[config.mk]
export PLATFORM = sky130hd
export DESIGN_NAME = pipe_stage_reg
export DESIGN_NICKNAME = d
export VERILOG_FILES = /design/src/rtl/pipe_stage_reg.sv
export SDC_FILE = /design/constraint.sdc
export NUM_CORES = 1
export LEC_CHECK = 0
export BUFFER_PORTS_ARGS = -buffer_cell sky130_fd_sc_hd__buf_2
export CAP_MARGIN = 20
export CORE_MARGIN = 2
export CORE_UTILIZATION = 45
export CTS_CLUSTER_DIAMETER = 30
export CTS_CLUSTER_SIZE = 8
export DETAILED_ROUTE_END_ITERATION = 7
export GPL_TIMING_DRIVEN = 0
export HOLD_SLACK_MARGIN = 0.1
export PLACE_DENSITY = 0.69
export SYNTH_ARGS = -nofsm -noshare
export SYNTH_HDL_FRONTEND = slang
export SYNTH_SLANG_ARGS = --single-unit
[constraint.sdc]
create_clock -name clk -period 2.3 [get_ports clk]
set_input_delay 0.115 -clock clk [delete_from_list [all_inputs] [get_ports clk]]
set_output_delay 0.115 -clock clk [all_outputs]
set_load 0.02 [all_outputs]
[src/rtl/pipe_stage_reg.sv]
// Pipeline boundary register with a valid/ready handshake, flush-to-bubble, an optional
// 2-entry skid buffer (registered in_ready) and a saturating backpressure counter.
module pipe_stage_reg #(
    parameter int DATA_W = 64,
    parameter int DEST_W = 5,
    parameter int CTRL_W = 6,
    parameter int SKID   = 1,
    parameter int CNT_W  = 16
) (
    input  logic              clk,
    input  logic              rst,
    input  logic              in_valid,
    output logic              in_ready,
    input  logic [DATA_W-1:0] in_data,
    input  logic [DEST_W-1:0] in_dest,
    input  logic [CTRL_W-1:0] in_ctrl,
    input  logic              flush,
    output logic              out_valid,
    input  logic              out_ready,
    output logic [DATA_W-1:0] out_data,
    output logic [DEST_W-1:0] out_dest,
    output logic [CTRL_W-1:0] out_ctrl,
    output logic [CNT_W-1:0]  stall_cnt
);

    localparam logic [CNT_W-1:0] CNT_MAX = '1;

    // Handshake: a beat moves on a rising edge where valid and ready are both 1. A producer
    // holds its payload stable while valid=1 and ready=0; ready never depends on this
    // side's own valid, so there is no combinational loop through the handshake.
    logic              in_xfer;
    logic              out_xfer;

    // M drives the outputs; S catches one extra beat when the downstream stalls.
    logic              m_v;
    logic [DATA_W-1:0] m_data;
    logic [DEST_W-1:0] m_dest;
    logic [CTRL_W-1:0] m_ctrl;
    logic              s_v;
    logic [DATA_W-1:0] s_data;
    logic [DEST_W-1:0] s_dest;
    logic [CTRL_W-1:0] s_ctrl;
    logic              in_ready_q;

    logic              m_v_n;
    logic              s_v_n;
    logic              m_ld_in;
    logic              m_ld_s;
    logic              s_ld;

    assign in_ready  = (SKID != 0) ? in_ready_q : (!m_v | out_ready);
    assign in_xfer   = in_valid & in_ready;
    assign out_xfer  = m_v & out_ready;

    assign out_valid = m_v;
    assign out_data  = m_data;
    assign out_dest  = m_dest;
    assign out_ctrl  = m_ctrl;

    always_comb begin
        m_v_n   = m_v;
        s_v_n   = s_v;
        m_ld_in = 1'b0;
        m_ld_s  = 1'b0;
        s_ld    = 1'b0;
        if (out_xfer) begin
            if ((SKID != 0) && s_v) begin
                // Oldest beat in S advances; a new arrival refills S behind it.
                m_ld_s = 1'b1;
                if (in_xfer) begin
                    s_ld = 1'b1;
                end else begin
                    s_v_n = 1'b0;
                end
            end else if (in_xfer) begin
                m_ld_in = 1'b1;
            end else begin
                m_v_n = 1'b0;
            end
        end else if (in_xfer) begin
            if (!m_v || (SKID == 0)) begin
                m_ld_in = 1'b1;
                m_v_n   = 1'b1;
            end else begin
                s_ld  = 1'b1;
                s_v_n = 1'b1;
            end
        end
    end

    always_ff @(posedge clk) begin
        if (!rst) begin
            m_v        <= 1'b0;
            m_data     <= '0;
            m_dest     <= '0;
            m_ctrl     <= '0;
            s_v        <= 1'b0;
            s_data     <= '0;
            s_dest     <= '0;
            s_ctrl     <= '0;
            in_ready_q <= 1'b1;
            stall_cnt  <= '0;
        end else begin
            if (m_v && !out_ready && (stall_cnt != CNT_MAX)) begin
                stall_cnt <= stall_cnt + CNT_W'(1);
            end
            if (flush) begin
                // Bubble: payload/dest left as-is, only valid and ctrl are killed.
                m_v        <= 1'b0;
                s_v        <= 1'b0;
                m_ctrl     <= '0;
                s_ctrl     <= '0;
                in_ready_q <= 1'b1;
            end else begin
                m_v        <= m_v_n;
                s_v        <= s_v_n;
                in_ready_q <= !s_v_n;
                if (m_ld_in) begin
                    m_data <= in_data;
                    m_dest <= in_dest;
                    m_ctrl <= in_ctrl;
                end else if (m_ld_s) begin
                    m_data <= s_data;
                    m_dest <= s_dest;
                    m_ctrl <= s_ctrl;
                end else if (!m_v_n) begin
                    m_ctrl <= '0;
                end
                if (s_ld) begin
                    s_data <= in_data;
                    s_dest <= in_dest;
                    s_ctrl <= in_ctrl;
                end
            end
        end
    end

endmodule

==> summary.txt, run 1 <==
Detailed routing
  • Pre-Repair DR Iteration Count: 4
  • Vias per Instance: 4.94
  • Routed Antenna Nets: 0
  • DRC violations left: 0
  • Initial drt markers: 241
  • WL final: 18.7 mm
  • DR vias: 6296
  • Post-DR wirelength/cell: 14.7 um

Die
  • Die height: 130 um
  • FP Rows: 46
  • Die span in x: 130 um
  • # IOs: 173
  • Initial Util: 45.6%
  • Core area: 15700 um^2
  • Full die area: 17000 um^2

Critical path
  • CP required: 2650 ps
  • FF-to-FF setup slack: 310 ps
  • CP Class: register to register
  • Critical path launch point type: register
  • Crit path capture type: register
  • Crit path DAT: 2340 ps
  • Crit Path Max Fanout: 10

Synth
  • Yosys synthesis warning count: 0
  • Most common cell in the synthesized netlist: dfxtp_1
  • Commonest cells post-synth: dfxtp_1 (169), nand2_1 (153), nor2_1 (94)
  • Seq/Total Area, Yosys: 47.2%
  • Async S/R FF share, synth: 0%
  • Post-synth top area share: 47.2%
  • EDFF count, synth: 0
  • Top_reg_cell synth: dfxtp_1
  • Top cells by area, synth: dfxtp_1 (47%), mux2i_1 (11%), a211oi_2 (9.1%)
  • Number of distinct library cells after synthesis: 40
  • Area leader, netlist: dfxtp_1
  • Synth Instances: 779
  • Post-synthesis register bit count: 169
  • Syn avg cell area: 9.20 um^2
  • Mapped Area: 7170 um^2
  • Mapped Nets: 860

Global routing
  • Overflow left after global routing: 0
  • Overall Global Routing Usage: 22.1%
  • Largest net degree at the start of global routing: 17
  • Vias in the first global route: 5905
  • Initial antenna violation count: 0
  • First-pass GRT wire length: 29.4 mm

STA
  • Relative max-transition margin: 49.6%
  • RSZ-0062 raised after global routing: no
  • Post-Route Setup TNS: 0 ps
  • Final Skew: 8.06 ps
  • Hold Fails Final Rpt: 0
  • Maximum clock frequency: 0.502 GHz
  • Period utilization: 86.5%
  • Pins Over Slew Limit: 0
  • Minimum clock period: 1990 ps
  • Final setup vio count: 0
  • Worst-margin pin slew: 756 ps

Pwr
  • Static leakage: 3.96 nW
  • Worst VDD drop: 516 uV
  • Pwr per Cell Area: 703 nW/um^2
  • Part of the power in the clock network: 41.6%
  • Int Power: 5.09 mW
  • Combinational Power Share: 13.0%
  • Reg power frac: 45.3%
  • Net Sw Frac: 25.0%
  • Switching pwr: 1.69 mW
  • Total power: 6.78 mW

CTS
  • TritonCTS clock tree: done
  • Post-CTS setup repair buffer count: 0
  • Clock sinks: 169
  • Hold-fix buffers, CTS: 77
  • CTS Root Cell: clkbuf_16
  • Clock Latency Late Sink: 420 ps
  • H-tree Lvls: 4
  • Clock Pin Slew Worst Setup and Hold Paths: 60 ps
  • Total CTS buffers: 17
  • Clock Path Buffers: 2
  • Post-CTS sizing: 0

Place
  • Port Buffers: 171
  • Final HPWL DP: 12.3 mm
  • Final Wtd Congestion: 0.770

Cells and area
  • Final core utilization: 61.3%
  • Layout cells sized above 1: 28.4%
  • Layout area overhead: 34.5%
  • Diodes inserted: 0
  • NumNets Final: 1127

Status
  • Run status: complete, no violations

Min path
  • Worst hold path type: primary input to register

Job
  • Maxcap violations: 0
[registers in the layout, indices dropped and copies added, names as in the netlist]
name,cells
out_ctrl,6
stall_cnt,16
s_dest,5
out_dest,5
s_v,1
out_data,64
in_ready,1
out_valid,1
s_data,64
s_ctrl,6
[final timing paths]
path                                 start    endpoint  cells past startpoint
worst max-delay path                   s_v  s_data[53]                      8
worst min-delay path             out_ready   out_valid                      4
worst max register to register         s_v  s_data[53]                      8
worst min register to register  s_data[35]  s_data[35]                      2
[stage by stage]
step	setup slack, ps	std cells	area, um^2	hold WS, ps
after floorplan	526	779	7170	251
after global placement	383	1166	8290	367
after detailed placement	338	1166	8290	376
after CTS	309	1274	9640	122
after global routing	184	1274	9640	146
final	309	1274	9640	140
[cells in the final DEF (no fill, tap or decap), types with 2 or more instances in the layout]
cell type and n:
mux2i_1 77, bufinv_16 2, buf_2 190, a21oi_1 76, clkbuf_8 3, buf_4 13, dlygate4sd3_1 77, nand2b_1 4
clkinv_2 2, nand2_1 153, xnor2_1 9, nand4_1 7, xor2_1 2, o21ai_0 7, clkinvlp_4 3, clkbuf_1 23
a211oi_1 19, nand3_1 10, a211oi_2 52, and3_1 4, dfxtp_1 169, nor3_2 3, a22oi_1 6, inv_1 7
nor2_1 94, clkbuf_16 17, buf_6 10
[kinds of logic (layout without fill, tap and decap cells)]
| group | Yosys count | after routing | share of synthesized area, % |
|---|---|---|---|
| AO/OA/AOI/OAI | 166 | 166 | 18.1 |
| buffers and inverters | 69 | 348 | 5.67 |
| XOR/XNOR | 11 | 11 | 1.34 |
| flip-flops | 169 | 169 | 47.2 |
| adder cells (fa/ha/maj) | 1 | 1 | 0.175 |
| multiplexers | 77 | 77 | 10.8 |
| AND/OR/NAND/NOR | 286 | 286 | 16.7 |
[power groups by stage]
stage               Clock, mW  Combinational (mW)  Sequential, mW
detailed placement          0               0.783            3.14
global route             3.00               0.963            3.08
floorplan                   0               0.403            3.24
finish                   2.82               0.884            3.07
CTS                      2.88               0.888            3.07
global placement            0               0.778            3.14
[critical path, cell delays in order (launching register included)]
cell	delay, ps
dfxtp_1	320
buf_6	130
nand2b_4	160
nand4_4	220
nor2_2	420
buf_4	260
buf_4	190
nand2_1	70
a21oi_1	130
[metal layers]
layer  global-route usage, %  vias to the layer above  wire length [um]
li1                        -                     3199                 -
met1                    29.2                     2945              8630
met2                    36.3                      136              9010
met3                    4.72                       16               820
met4                    6.83                        0               221
met5                       0                        -                 0
[cell type report]
class	instances	area [um^2]
Fill cell	1387	6070
Sequential cell	169	3380
Multi-Input combinational cell	541	3380
Timing Repair Buffer	248	1630
Clock buffer	24	482
Buffer	61	377
Tap cell	216	270
Clock inverter	7	92.6
Inverter	8	30.0
Note: power is estimated with default switching activity, not from simulation.
==> run 2, diff against run 1 <==
--- a/config.mk
+++ b/config.mk
@@ -5,6 +5,7 @@
 export SDC_FILE = /design/constraint.sdc
 export NUM_CORES = 1
 export LEC_CHECK = 0
+export ABC_AREA = 1
 export BUFFER_PORTS_ARGS = -buffer_cell sky130_fd_sc_hd__buf_2
 export CAP_MARGIN = 20
 export CORE_MARGIN = 2
==> summary.txt, run 2 <==
Status
  • Run status: complete, no violations

Min path
  • Hold Crit Start: flush
  • Hold Path Stages: 4 (unchanged)
  • Worst hold path type: primary input to register
  • Worst Hold End: s_ctrl[3]

CTS
  • Total CTS buffers: 17 (unchanged)
  • Post-CTS sizing: 0 (unchanged)
  • Post-CTS setup repair buffer count: 0 (unchanged)
  • Clock Latency Late Sink: 440 ps (+20 ps)
  • Clock sinks: 169 (unchanged)
  • CTS Root Cell: clkbuf_16
  • Clock Path Buffers: 2 (unchanged)
  • Clock Pin Slew Worst Setup and Hold Paths: 60 ps (about the same)
  • H-tree Lvls: 4 (unchanged)
  • TritonCTS clock tree: done

Critical path
  • Worst r2r src: out_valid
  • CP bufs+invs: 3 (unchanged)
  • Delay-heaviest family, CP: simple AND/OR/NAND/NOR gates
  • R2R cell count: 8 (unchanged)
  • Crit Path Max Fanout: 10 (unchanged)
  • Slowest cell on crit path: dfxtp_1
  • Slowest stage delay, CP: 400 ps (-20 ps)
  • FF-to-FF End: out_data[21]
  • CP Class: register to register
  • CP required: 2630 ps (-20 ps)
  • Critical path launch point type: register
  • FF-to-FF setup slack: 370 ps (+60 ps)
  • Crit path DAT: 2260 ps (-80 ps)
  • Crit path capture type: register
  • Crit-path cells: nand2_2 > nor2_4 > inv_2 > a21oi_4 > inv_2 > clkbuf_1 > nor2_1 > nor2_1

Synth
  • Area leader, netlist: dfxtp_1
  • Syn avg cell area: 7.21 um^2 (-22%)
  • Most common cell in the synthesized netlist: nor2_1
  • Post-synthesis register bit count: 169 (unchanged)
  • Top_reg_cell synth: dfxtp_1
  • Mapped Area: 7040 um^2 (-1.8%)
  • Synth Instances: 976 (+25%)
  • Top cells by area, synth: dfxtp_1 (48%), o21ai_0 (11%), nor2_1 (9.3%)
  • Mapped Nets: 1057 (+23%)
  • Seq/Total Area, Yosys: 48.1% (+0.86 points)
  • Commonest cells post-synth: nor2_1 (175), dfxtp_1 (169), o21ai_0 (151)
  • Number of distinct library cells after synthesis: 27 (-33%)
  • EDFF count, synth: 0 (unchanged)
  • Async S/R FF share, synth: 0% (unchanged)
  • Yosys synthesis warning count: 0 (unchanged)
  • Post-synth top area share: 48.1% (+0.86 points)

STA
  • Maximum clock frequency: 0.518 GHz (+3.1%)
  • Post-Route Setup TNS: 0 ps (unchanged)
  • Minimum clock period: 1930 ps (-60.6 ps)
  • Final worst setup slack: 370 ps (+60.6 ps)
  • Relative max-transition margin: 56.3% (+6.7 points)
  • Worst-margin pin slew: 655 ps (-101 ps)
  • Period utilization: 83.9% (-2.6 points)
  • Pins Over Slew Limit: 0 (unchanged)
  • RSZ-0062 raised after global routing: no
  • Final Skew: 19.0 ps (+10.9 ps)
  • Final setup vio count: 0 (unchanged)
  • Worst hold margin: 128 ps (-11.8 ps)
  • Hold Fails Final Rpt: 0 (unchanged)

Place
  • Post-Place Cells: 1358 (+16%)
  • Placed cell area: 8160 um^2 (-1.6%)
  • Pre-CTS WS: 341 ps (+3.13 ps)
  • Final HPWL DP: 13.2 mm (+7.3%)
  • Final Wtd Congestion: 0.790 (+2.6%)
  • Port Buffers: 171 (unchanged)

Pwr
  • Pwr per Cell Area: 741 nW/um^2 (+5.4%)
  • Total power: 7.08 mW (+4.5%)
  • Static leakage: 4.14 nW (+4.6%)
  • Worst VDD drop: 526 uV (+2.1%)

Detailed routing
  • Pre-Repair DR Iteration Count: 5 (+1)
  • Initial drt markers: 482 (+100%)
  • DR vias: 7257 (+15%)
  • Vias per Instance: 4.96 (+0.30%)
  • Routed Antenna Nets: 0 (unchanged)
  • Post-DR wirelength/cell: 13.6 um (-7.1%)
  • DRC violations left: 0 (unchanged)
  • WL final: 20.0 mm (+6.8%)

Global routing
  • Overall Global Routing Usage: 24.2% (+2.1 points)
  • Overflow left after global routing: 0 (unchanged)
  • Largest net degree at the start of global routing: 17 (unchanged)
  • Initial antenna violation count: 0 (unchanged)
  • Vias in the first global route: 6607 (+12%)
  • First-pass GRT wire length: 32.1 mm (+9.1%)

Die
  • Core area: 15300 um^2 (-2.9%)
  • Die height: 129 um (-0.87%)
  • Die span in x: 129 um (-0.87%)
  • Initial Util: 46.1% (+0.52 points)
  • FP Rows: 45 (-2.2%)
  • Full die area: 16700 um^2 (-1.7%)
  • # IOs: 173 (unchanged)

Cells and area
  • Layout area overhead: 35.7%
  • Diodes inserted: 0 (unchanged)
  • Layout cells sized above 1: 19.1% (-9.3 points)
  • NumNets Final: 1324 (+17%)
  • Final core utilization: 62.6% (+1.3 points)
  • Most frequent cells in the layout: buf_2 (183), nor2_1 (175), dfxtp_1 (169)
  • Design area: 9550 um^2 (-0.91%)
  • Final Instance Count excl. Fillers: 1464 (+15%)
  • Commonest non-fill, non-tap cell in the layout: buf_2

Job
  • Maxcap violations: 0 (unchanged)
## run 2: cell count changes in the layout (fill, tap and decap cells not counted), sizes merged, moves of 12 or more
cell and change:
o21ai +207, nor2 +81, inv +82, buf -12, mux2i -77, a211oi -71
## run 2: cell type report
cell class	instances	area, um^2
buffer	62	364
clock buffer	20	447
clock inverter	9	174
fill	1415	5710
inverter	90	338
multi-input combinational	655	2960
sequential	169	3380
tap	211	264
timing repair buffer	248	1630
## run 2: timing repair
| action | CTS | global route |
|---|---|---|
| hold buffers | 77 | 0 |
| setup endpoints to repair | 0 | 0 |
| endpoints found under the hold margin | 153 | 0 |
## run 2: worst max-delay path by stage
stage / depth (start not counted) / to / start
2_1_floorplan: 9 / stall_cnt[11] / stall_cnt[0]
3_3_place_gp: 8 / out_data[21] / out_valid
3_5_place_dp: 8 / out_data[21] / out_valid
4_1_cts: 8 / out_data[21] / out_valid
5_1_grt: 8 / out_data[16] / out_valid
6_report: 8 / out_data[21] / out_valid
## run 2: tightest hold or removal path, cell delays in order
cell     delay, ps
buf_2          130
nor2_1         130
o21ai_0        100
nor2_1          40
## run 2: power by group
group	internal [mW]	total (mW)	switching, mW	leakage [nW]
Combinational	0.358	0.903	0.546	2.46
Sequential	3.05	3.10	0.0516	1.38
Clock	1.93	3.08	1.14	0.306
Total	5.34	7.08	1.74	4.14
## run 2: kinds of logic after synthesis
logic type                 count (synthesis)  share of synthesized area [%]
and+or+nand+nor                          343                           19.0
AOI/OAI and AO/OA                        305                           22.0
DFF                                      169                           48.1
buffers and inverters                    152                           9.97
xor gates and xnor gates                   6                          0.746
adders and majority gates                  1                          0.178
## run 2: routing by layer
metal	GRT usage, %	up-vias	wire, um
li1	-	3689	-
met1	32.1	3330	9360
met2	39.0	205	9190
met3	4.71	33	923
met4	9.65	0	474
met5	0	-	0
==> run 3, diff against run 2 <==
--- a/config.mk
+++ b/config.mk
@@ -15,7 +15,7 @@
 export DETAILED_ROUTE_END_ITERATION = 7
 export GPL_TIMING_DRIVEN = 0
 export HOLD_SLACK_MARGIN = 0.1
-export PLACE_DENSITY = 0.69
+export PLACE_DENSITY = 0.72
 export SYNTH_ARGS = -nofsm -noshare
 export SYNTH_HDL_FRONTEND = slang
 export SYNTH_SLANG_ARGS = --single-unit
==> constraint.sdc (replaced) <==
create_clock -name clk -period 1.73 [get_ports clk]
set_input_delay 0.0865 -clock clk [delete_from_list [all_inputs] [get_ports clk]]
set_output_delay 0.0865 -clock clk [all_outputs]
set_load 0.02 [all_outputs]
==> summary.txt, run 3 (synthesis gave the netlist of run 2 again) <==
Status
  • Run status: complete, no violations

Min path
  • Worst Hold End: stall_cnt[12]
  • Worst hold path type: primary input to register
  • Hold Path Stages: 3 (-1)
  • Hold Crit Start: rst

Cells and area
  • Layout cells sized above 1: 21.6% (+2.5 points)
  • Most frequent cells in the layout: buf_2 (178), nor2_1 (171), dfxtp_1 (166)
  • Filler cells: 1371 (-3.1%)
  • Layout area overhead: 37.6%
  • Commonest non-fill, non-tap cell in the layout: buf_2
  • Diodes inserted: 0 (unchanged)
  • NumNets Final: 1332 (+0.60%)
  • Final core utilization: 63.5% (+0.90 points)
  • Final Instance Count excl. Fillers: 1475 (+0.75%)

STA
  • Hold Fails Final Rpt: 0 (unchanged)
  • Period utilization: 94.4% (+10 points)
  • Worst-margin pin slew: 652 ps (-3.27 ps)
  • Final worst setup slack: 97.6 ps (-272 ps)
  • Final setup vio count: 0 (unchanged)
  • Pins Over Slew Limit: 0 (unchanged)
  • Relative max-transition margin: 56.6% (+0.22 points)
  • Minimum clock period: 1630 ps (-298 ps)
  • Final Skew: 7.28 ps (-11.7 ps)
  • Post-Route Setup TNS: 0 ps (unchanged)
  • Maximum clock frequency: 0.613 GHz (+18%)
  • Worst hold margin: 278 ps (+149 ps)

Place
  • Port Buffers: 171 (unchanged)
  • Final Wtd Congestion: 0.825 (+4.4%)
  • Pre-CTS WS: -296 ps (-637 ps)
  • Post-Place Cells: 1358 (unchanged)
  • Final HPWL DP: 13.1 mm (-0.21%)

Global routing
  • Gr busiest metal: met2
  • Met1 Use GR: 31.3% (-0.75 points)
  • First-pass GRT wire length: 31.7 mm (-0.97%)
  • Largest net degree at the start of global routing: 17 (unchanged)
  • Initial antenna violation count: 0 (unchanged)
  • Vias in the first global route: 6668 (+0.92%)
  • Met2 global-route usage: 39.8% (+0.81 points)
  • Overflow left after global routing: 0 (unchanged)
  • Met3 Usage GRT: 3.88% (-0.83 points)
  • Overall Global Routing Usage: 23.8% (-0.42 points)

Critical path
  • Worst r2r src: out_valid
  • FF-to-FF setup slack: 100 ps (-270 ps)
  • CP Class: register to register
  • Critical path launch point type: register
  • Slowest cell on crit path: dfxtp_4
  • FF-to-FF End: out_data[30]
  • Crit-path cells: nand2_4 > nor2_4 > inv_2 > a21oi_4 > inv_4 > buf_6 > buf_6 > nor2_1 > nor2_1
  • Crit path DAT: 1940 ps (-320 ps)
  • Crit Path Max Fanout: 10 (unchanged)
  • Crit path capture type: register
  • CP required: 2040 ps (-590 ps)
  • R2R cell count: 9 (+1)
  • Slowest stage delay, CP: 390 ps (about the same)

CTS
  • Clock Latency Late Sink: 420 ps (-20 ps)
  • H-tree Lvls: 4 (unchanged)
  • Clock Pin Slew Worst Setup and Hold Paths: 60 ps (about the same)
  • Total CTS buffers: 17 (unchanged)
  • TritonCTS clock tree: done
  • Clock sinks: 169 (unchanged)
  • CTS Root Cell: clkbuf_16
  • Clock Path Buffers: 2 (unchanged)

Pwr
  • Worst VDD drop: 726 uV (+38%)
  • Pwr per Cell Area: 944 nW/um^2 (+27%)
  • Static leakage: 4.23 nW (+2.2%)

Detailed routing
  • DR vias: 7246 (-0.15%)
  • Routed Antenna Nets: 0 (unchanged)
  • Initial drt markers: 382 (-21%)
  • WL final: 19.9 mm (-0.41%)
  • Post-DR wirelength/cell: 13.5 um (-1.2%)
  • DRC violations left: 0 (unchanged)
  • Pre-Repair DR Iteration Count: 5 (unchanged)
  • Vias per Instance: 4.91 (-0.90%)

Die
  • Initial Util: 46.1% (unchanged)
  • Die span in x: 129 um (unchanged)
  • Die height: 129 um (unchanged)
  • FP Rows: 45 (unchanged)
  • # IOs: 173 (unchanged)
  • Full die area: 16700 um^2 (unchanged)
  • Core area: 15300 um^2 (unchanged)

Job
  • Maxcap violations: 0 (unchanged)
run 3: critical path, delay by kind of cell, from the launching register on:
kind,cells,cell delay [ps]
buffers and inverters,4,470
and+or+nand+nor,4,390
AOI/OAI and AO/OA,1,260
DFF,1,390
run 3: worst max-delay path by stage:
stage | startpoint | slack [ps] | cells past startpoint | to
after CTS | out_valid | 0.2 | 9 | out_data[28]
after global routing | out_valid | -20 | 8 | out_data[8]
after global placement | rst | -270 | 5 | out_data[30]
after detailed placement | rst | -300 | 5 | out_data[30]
after floorplan | stall_cnt[0] | 80 | 9 | stall_cnt[11]
final | out_valid | 100 | 9 | out_data[30]
run 3: layout make-up:
cell class                 count  area (um^2)  share of cell area (%)
tap                          211          264                    2.72
clock inverter                 8         85.1                   0.878
sequential                   169         3390                    35.0
buffer                        61          394                    4.07
clock buffer                  24          512                    5.28
timing repair buffer         257         1700                    17.5
inverter                      90          345                    3.56
multi-input combinational    655         3000                    31.0
run 3: per-stage QoR:
| stage | area [um^2] | power [mW] |
|---|---|---|
| 2_1_floorplan | 7040 | 4.86 |
| 3_3_place_gp | 8160 | 5.25 |
| 3_5_place_dp | 8160 | 5.26 |
| 4_1_cts | 9590 | 9.17 |
| 5_1_grt | 9690 | 9.51 |
| 6_report | 9690 | 9.15 |
run 3: timing repair:
item                                   in CTS  in global routing
cloned                                      0                  0
setup endpoints to repair                 146                144
hold buffers                               78                  0
setup buffers                               3                  5
gates resized for setup                    13                 35
pin swaps                                   1                  3
endpoints found under the hold margin     153                  0
run 3: power breakdown:
| group | internal (mW) | switching (mW) | total [mW] |
|---|---|---|---|
| registers | 4.05 | 0.0733 | 4.13 |
| clock network | 2.22 | 1.58 | 3.80 |
| logic | 0.496 | 0.726 | 1.22 |
run 3: per-layer routing:
| layer | up-vias | routed length, um | share of wire [%] |
|---|---|---|---|
| met5 | - | 0 | 0 |
| met4 | 0 | 340 | 1.7 |
| met3 | 22 | 946 | 4.8 |
| met2 | 204 | 9450 | 48 |
| met1 | 3304 | 9140 | 46 |
| li1 | 3716 | - | - |
